File: src/rtl/neuron_mac_lanes.sv
// neuron_mac_lanes
//   Fixed-point neuron: out = sat(round(align(bias) + sum x[i]*w[i])),
//   with an optional ReLU chosen per request. LANES products are
//   accumulated per cycle over NUM_INPUTS/LANES beats. After that come one
//   rounding/saturation cycle and an output hold state.
//
// Ports
//   clk, rst_n   clock, asynchronous active-low reset
//   in_valid     request valid
//   in_ready     high only while idle
//   relu_en      ReLU enable, sampled on accept
//   bias         signed bias, Q(B_FRAC)
//   x_flat       NUM_INPUTS signed activations, element i at [i*X_W +: X_W]
//   w_flat       NUM_INPUTS signed weights, element i at [i*W_W +: W_W]
//   out_valid    result valid, held until out_ready
//   out_ready    downstream accept
//   out_data     signed result, Q(OUT_FRAC)
//   sat_flag     result was clipped (qualified by out_valid)
//   busy         high while a request is in flight
module neuron_mac_lanes #(
    parameter int NUM_INPUTS = 16,
    parameter int LANES      = 4,
    parameter int X_W        = 8,
    parameter int W_W        = 8,
    parameter int B_W        = 16,
    parameter int OUT_W      = 16,
    parameter int X_FRAC     = 4,
    parameter int W_FRAC     = 4,
    parameter int B_FRAC     = 8,
    parameter int OUT_FRAC   = 6,
    parameter int GUARD_BITS = 2
) (
    input  logic                          clk,
    input  logic                          rst_n,
    input  logic                          in_valid,
    output logic                          in_ready,
    input  logic                          relu_en,
    input  logic signed [B_W-1:0]         bias,
    input  logic [NUM_INPUTS*X_W-1:0]     x_flat,
    input  logic [NUM_INPUTS*W_W-1:0]     w_flat,
    output logic                          out_valid,
    input  logic                          out_ready,
    output logic signed [OUT_W-1:0]       out_data,
    output logic                          sat_flag,
    output logic                          busy
);

    localparam int BEATS    = NUM_INPUTS / LANES;
    localparam int BEAT_W   = (BEATS > 1) ? $clog2(BEATS) : 1;
    localparam int PFRAC    = X_FRAC + W_FRAC;
    localparam int SH       = PFRAC - OUT_FRAC;
    localparam int BSH      = PFRAC - B_FRAC;
    localparam int PW       = X_W + W_W;
    localparam int SUM_W    = PW + $clog2(NUM_INPUTS);
    localparam int BIAS_AW  = B_W + BSH;
    localparam int ACC_W    = ((SUM_W > BIAS_AW) ? SUM_W : BIAS_AW) + 1 + GUARD_BITS;
    // Half an output LSB in accumulator units; zero when no bits are dropped.
    localparam int RND_INT  = (SH > 0) ? (1 << ((SH > 0) ? SH - 1 : 0)) : 0;

    localparam logic [BEAT_W-1:0]   LAST_BEAT = BEAT_W'(BEATS - 1);
    localparam logic signed [ACC_W:0] RND_ADD = (ACC_W + 1)'(RND_INT);
    localparam logic signed [ACC_W:0] OUT_MAX =
        {{(ACC_W + 2 - OUT_W){1'b0}}, {(OUT_W - 1){1'b1}}};
    localparam logic signed [ACC_W:0] OUT_MIN =
        {{(ACC_W + 2 - OUT_W){1'b1}}, {(OUT_W - 1){1'b0}}};

    typedef enum logic [1:0] {IDLE, ACC, RND, OUT} state_t;

    state_t                       state, state_next;
    logic signed [ACC_W-1:0]      acc;
    logic [BEAT_W-1:0]            beat;
    logic [NUM_INPUTS*X_W-1:0]    x_reg;
    logic [NUM_INPUTS*W_W-1:0]    w_reg;
    logic                         relu_reg;
    logic signed [ACC_W-1:0]      lane_sum;
    logic signed [ACC_W-1:0]      bias_al;
    logic [OUT_W:0]               rnd_result;

    // Round half toward +inf, then drop SH fraction bits. One extra bit
    // keeps the rounding add from wrapping.
    function automatic logic signed [ACC_W:0] round_shift(input logic signed [ACC_W-1:0] a);
        logic signed [ACC_W:0] ext;
        ext = {a[ACC_W-1], a} + RND_ADD;
        return ext >>> SH;
    endfunction

    function automatic logic signed [ACC_W:0] relu(input logic signed [ACC_W:0] r,
                                                    input logic en);
        return (en && (r < 0)) ? '0 : r;
    endfunction

    // Returns {sat, value} clipped to the signed OUT_W range.
    function automatic logic [OUT_W:0] saturate(input logic signed [ACC_W:0] r);
        if (r > OUT_MAX)
            return {1'b1, OUT_MAX[OUT_W-1:0]};
        else if (r < OUT_MIN)
            return {1'b1, OUT_MIN[OUT_W-1:0]};
        else
            return {1'b0, r[OUT_W-1:0]};
    endfunction

    assign bias_al    = {{(ACC_W - B_W){bias[B_W-1]}}, bias} <<< BSH;
    assign rnd_result = saturate(relu(round_shift(acc), relu_reg));

    // Sum of this beat's LANES full-precision products.
    always_comb begin
        logic signed [X_W-1:0] xs;
        logic signed [W_W-1:0] ws;
        logic signed [PW-1:0]  prod;
        xs       = '0;
        ws       = '0;
        prod     = '0;
        lane_sum = '0;
        for (int k = 0; k < LANES; k++) begin
            xs       = x_reg[(int'(beat) * LANES + k) * X_W +: X_W];
            ws       = w_reg[(int'(beat) * LANES + k) * W_W +: W_W];
            prod     = xs * ws;
            lane_sum = lane_sum + {{(ACC_W - PW){prod[PW-1]}}, prod};
        end
    end

    always_ff @(posedge clk or negedge rst_n) begin
        if (!rst_n) state <= IDLE;
        else        state <= state_next;
    end

    always_comb begin
        state_next = state;
        case (state)
            IDLE: if (in_valid)            state_next = ACC;
            ACC:  if (beat == LAST_BEAT)   state_next = RND;
            RND:                           state_next = OUT;
            OUT:  if (out_ready)           state_next = IDLE;
            default:                       state_next = IDLE;
        endcase
    end

    assign in_ready  = (state == IDLE);
    assign busy      = (state != IDLE);
    assign out_valid = (state == OUT);

    always_ff @(posedge clk or negedge rst_n) begin
        if (!rst_n) begin
            acc      <= '0;
            beat     <= '0;
            x_reg    <= '0;
            w_reg    <= '0;
            relu_reg <= 1'b0;
            out_data <= '0;
            sat_flag <= 1'b0;
        end else begin
            case (state)
                IDLE: if (in_valid) begin
                    x_reg    <= x_flat;
                    w_reg    <= w_flat;
                    relu_reg <= relu_en;
                    acc      <= bias_al;
                    beat     <= '0;
                end
                ACC: begin
                    acc  <= acc + lane_sum;
                    beat <= beat + 1'b1;
                end
                RND: begin
                    sat_flag <= rnd_result[OUT_W];
                    out_data <= rnd_result[OUT_W-1:0];
                end
                default: ;
            endcase
        end
    end

endmodule

File: config.mk
export PLATFORM = sky130hd
export DESIGN_NAME = neuron_mac_lanes
export DESIGN_NICKNAME = d
export VERILOG_FILES = /design/src/rtl/neuron_mac_lanes.sv
export SDC_FILE = /design/constraint.sdc
export NUM_CORES = 1
export LEC_CHECK = 0
export ABC_AREA = 1
export BUFFER_PORTS_ARGS = -buffer_cell sky130_fd_sc_hd__buf_2
export CORE_MARGIN = 2
export CORE_UTILIZATION = 45
export CTS_CLUSTER_DIAMETER = 120
export DETAILED_ROUTE_END_ITERATION = 8
export PLACE_DENSITY = 0.77
export SLEW_MARGIN = 20
export SYNTH_ARGS = -nofsm -noshare
export SYNTH_HDL_FRONTEND = slang
export SYNTH_SLANG_ARGS = --single-unit
File: constraint.sdc
create_clock -name clk -period 7.1 [get_ports clk]
set_input_delay 1.775 -clock clk [delete_from_list [all_inputs] [get_ports clk]]
set_output_delay 1.775 -clock clk [all_outputs]
set_load 0.1 [all_outputs]
# Yosys cells after proc, flatten, opt, wreduce, memory -nomap -nowiden
# Cells that the tools add are included.
# totals
reg_bits	301
inputBits	277
out_inout_bits	20
# classes
n_addsub	9
multipliers	4
order_cmp	3
eq_ne	7
n_shift	8
mux	11
n_reduce_logical	7
# ops
cell	n
128-bit by 9-bit indexed part select with 8-bit output	6
128-bit by 8-bit indexed part select with 8-bit output	2
8-bit by 8-bit multiplier with 16-bit output	4
23-bit case mux with 2 select lines	1
17-bit two-way mux	2
23-bit by 3-bit adder with 24-bit output, second input constant	1
24-bit by 16-bit greater-than comparator with 1-bit output, second input constant	1
24-bit by 16-bit < comparator with 1-bit output, second input constant	1
24-bit two-way mux	1
23-bit by 19-bit adder with 23-bit output	1
23-bit two-way mux	1
22-bit by 1-bit < comparator with 1-bit output, second input constant	1
18-bit by 16-bit adder with 19-bit output	1
17-bit by 16-bit adder with 18-bit output	1
16-bit by 16-bit adder with 17-bit output	1
4-bit by 2-bit adder with 5-bit output, second input constant	2
2-bit two-way mux	4
2-bit case mux with 4 select lines	1
2-bit == test, second input constant	3
4-bit by 1-bit adder with 5-bit output, second input constant	1
2-bit != test, second input constant	2
2-bit case mux with 2 select lines	1
2-bit AND reduction	2
2-bit nonzero test	2
other kinds (6)	6

# Depth between registers and ports, before layout
# depth
depth_word	8
depth_mapped	32
ltp_nobuf	30

# Worst setup path before layout
# No wires, ideal clock.
# synth_path
path_kind	register to register
start	register beat[0]
end	register acc[19]
setup_time_ns	0.078
t_arrival_ns	7.570
t_required_ns	7.022
slack_ns	-0.548
path_stages_with_launch	31
path_buffers	2
synth_period_minus_slack_ns	7.648
cell_sequence	dfrtp_1 > inv_1 > clkbuf_1 > clkbuf_1 > nand2_1 > a32oi_1 > inv_1 > nor2_1 > inv_1 > fa_1 > fa_1 > inv_1 > fa_1 > inv_1 > fa_1 > fa_1 > inv_1 > fa_1 > fa_1 > inv_1 > fa_1 > inv_1 > ha_1 > a21oi_1 > a21boi_0 > o21ai_0 > nand3_1 > nand2_1 > a21oi_1 > o21ai_0 > a21oi_1
# synth_between
elab_chain_len	8
# synth_lines
element	line	source
start, declared	71	logic [BEAT_W-1:0] beat;
start signal, assigned	162	beat <= beat + 1'b1;
4-bit by 1-bit adder with 5-bit output	115, 116	
128-bit by 9-bit indexed part select with 8-bit output, on equally long branches	115, 116	
8-bit by 8-bit multiplier with 16-bit output	117	prod = xs * ws;
16-bit by 16-bit adder with 17-bit output	118	lane_sum = lane_sum + {{(ACC_W - PW){prod[PW-1]}}, prod};
17-bit by 16-bit adder with 18-bit output	118	
18-bit by 16-bit adder with 19-bit output (*)	118	
23-bit by 19-bit adder with 23-bit output (*)	161	acc <= acc + lane_sum;
23-bit case mux with 2 select lines (*)	152	case (state)
end signal, assigned	157	acc <= bias_al;
end signal, assigned	161	
end, declared	70	logic signed [ACC_W-1:0] acc;
# Mark *: on every way between the ends. The rest lies on a longest branch, timed or not.
# A chain may end at the register's enable or synchronous reset.

# Worst setup path after layout
# layout_path
start	register beat[0]
end	register acc[21]
# The elaborated chain is that of the path after synthesis.

==> results.md <==
- Status: finished with violations
- Violated checks: setup timing
- CP Launch Type: register
- Via count: 23900
- Via/cell ratio: 5.18
- Die footprint: 61500 um^2
- Fillcell total: 4897
- H-tree depth: 2
- Worst skew pair latency: 0.58 ns
- Met3 Use GR: 5.61%
- Maximum number of pins on one net before global-route repair: 196
- Die X: 248 um
- Asr flop ratio synth: 100%
- Data arrival, critical path: 8.17 ns
- Setup skew after layout: 0.0344 ns
- Post-synthesis register bit count: 301
- Worst-Margin Slew: 1.02 ns
- DIE HEIGHT: 248 um
- Commonest non-fill, non-tap cell in the layout: nand2_1
- RSZ-0062 raised after global routing: true
- Cell area after synthesis: 26800 um^2
- Pre-antenna DRT Iters: 6
- Total GRT Usage: 28.4%
- Bufs on Longest Clock Path: 3
- Antenna violation net count after detailed routing: 0
- # port buffers: 296
- Met2 Use GR: 46.1%
- Most frequent cells in the layout: nand2_1 (1208), inv_1 (492), fa_1 (360)
- First-pass GRT wire length: 134 mm
- Antenna violations before repair: 2
- Slowest cell on the critical path: fa_2
- Synth cell types: 43
- CTS tree: built
- Fmax: 130 MHz
- CTS root buf: clkbuf_16
- CORE AREA: 58900 um^2
- GR peak layer: met2
- Final Core Density: 58.0%
- Clock slew at reported path FFs: 0.06 ns
- Dpl hpwl: 65.7 mm
- Main flop type after synthesis: dfrtp_1
- Final Cycle Share: 108%
- Max stage delay on crit path: 0.61 ns
- CP Capture Type: register
- Setup Viol. Count Final: 17
- WP data required: 7.57 ns
- Post-Syn Instances: 3246
- Global routing usage on met1: 37.0%
- Vias in the first global route: 24900
- Cts hold-fix bufs: 0
- Synth warn: 0
- Period minus WS final: 7.70 ns
- Min-delay worst type: register to register
- Post-synth net total: 4022
- Max_slew headroom: 31.9%
- Clock sink total: 301
- EDFF count, synth: 0
- Nets: 4598
- Sequential share of the synthesized area: 28.1%
- Syn Area/Cell: 8.25 um^2
- Max Cap Viol: 0
- RD Place Congestion: 0.990
- Initial Util: 45.5%
- R2r worst-path depth: 29
- Final Hold Vio Count: 0
- Initial DRC Count: 2027
- DRC Markers: 0
- GR Overflow Total: 0
- Hold path depth: 2
- Row Count: 89
- Worst setup margin: -0.599 ns
- Routed Wire Length: 84.9 mm
- Worst-path fanout max: 6
- WL per Instance: 18.4 um
- Crit Path Class: register to register
- Share of post-route cells with drive strength above 1: 24.0%
- Syn-to-layout area delta: 27.6%
- Fin. max-slew vios: 0
- I/O pin cnt: 297
- Number of CTS-inserted buffers: 37
- R2r setup slk: -0.60 ns
metrics by stage:
stage / area (um^2) / setup TNS [ns] / instances / setup WS [ns] / hold slack (ns)
3_3_place_gp: 31500 / -6.36 / 4499 / -0.646 / 0.459
4_1_cts: 33500 / -6.12 / 4591 / -0.494 / 0.475
6_report: 34200 / -6.88 / 4624 / -0.599 / 0.473
2_1_floorplan: 27100 / 0 / 3246 / 0.00145 / 0.444
5_1_grt: 34200 / -10.78 / 4622 / -0.863 / 0.490
3_5_place_dp: 31500 / -8.36 / 4499 / -0.720 / 0.460
worst max-delay path, delay by kind of cell, from the launching register on:
| family | cells | cell delay (ns) |
|---|---|---|
| AOI/OAI and AO/OA | 3 | 0.39 |
| adders and majority gates | 9 | 4.45 |
| buffers and inverters | 11 | 1.30 |
| DFF | 1 | 0.57 |
| and+or+nand+nor | 6 | 0.86 |
Yosys cell counts, drive strengths merged, types with 3 or more instances:
cell | number | area [um^2]
ha | 113 | 1410
xor2 | 13 | 114
nor3 | 3 | 15.0
dfrtp | 301 | 7530
nand2 | 1233 | 4650
o21ai | 51 | 259
nand4 | 9 | 56.3
a31oi | 5 | 31.3
clkbuf | 92 | 347
a22oi | 6 | 45.0
inv | 534 | 2000
clkinv | 4 | 15.0
or2 | 5 | 31.3
fa | 386 | 7730
nand3 | 43 | 225
a32oi | 57 | 499
nand3b | 3 | 22.5
o22ai | 11 | 68.8
a21oi | 95 | 475
xnor2 | 11 | 96.3
buf | 20 | 111
nor2 | 231 | 890
a21boi | 3 | 22.5
o211ai | 5 | 37.5
layout make-up:
class / instances / area [um^2] / share of cell area [%]
diodes: 3 / 7.51 / 0.0220
clock buffers: 53 / 1100 / 3.21
clock inverters: 12 / 203 / 0.593
inverters: 538 / 2090 / 6.11
multi-input cells: 2295 / 17700 / 51.8
flip-flops and latches: 301 / 7540 / 22.1
well taps: 773 / 967 / 2.83
repair buffers: 648 / 4580 / 13.4
repair inverters: 1 / 6.26 / 0.0183
layer usage:
metal	vias to the layer above	part of all wire (%)
met3	241	8.2
li1	10900	-
met2	1058	47
met1	11700	40
met5	-	0.014
met4	2	4.8
path summary, 6_finish.rpt:
path                        startpoint          end
hold / removal             out_data[2]  out_data[2]
setup reg to reg               beat[0]      acc[21]
hold reg to reg            out_data[2]  out_data[2]
min in group asynchronous        rst_n    w_reg[38]
max in group asynchronous        rst_n   x_reg[121]
setup / recovery               beat[0]      acc[21]
timing repair:
item                                    in CTS  in global routing
endpoints found under the setup margin      17                 19
cloned                                       5                  1
resized for setup                          118                125
setup buffers                               22                 34
pin swaps                                   26                 76
cells by family after synthesis:
logic type | after synthesis | share of synthesized area (%)
compound gates | 243 | 5.68
xor+xnor | 24 | 0.785
fa+ha+maj | 499 | 34.1
buf+inv | 650 | 9.25
flops | 301 | 28.1
simple gates | 1529 | 22.0
Power is left out: the tool's default activity adds up to more than one toggle a clock period on the data nets, which glitch-free logic cannot reach.
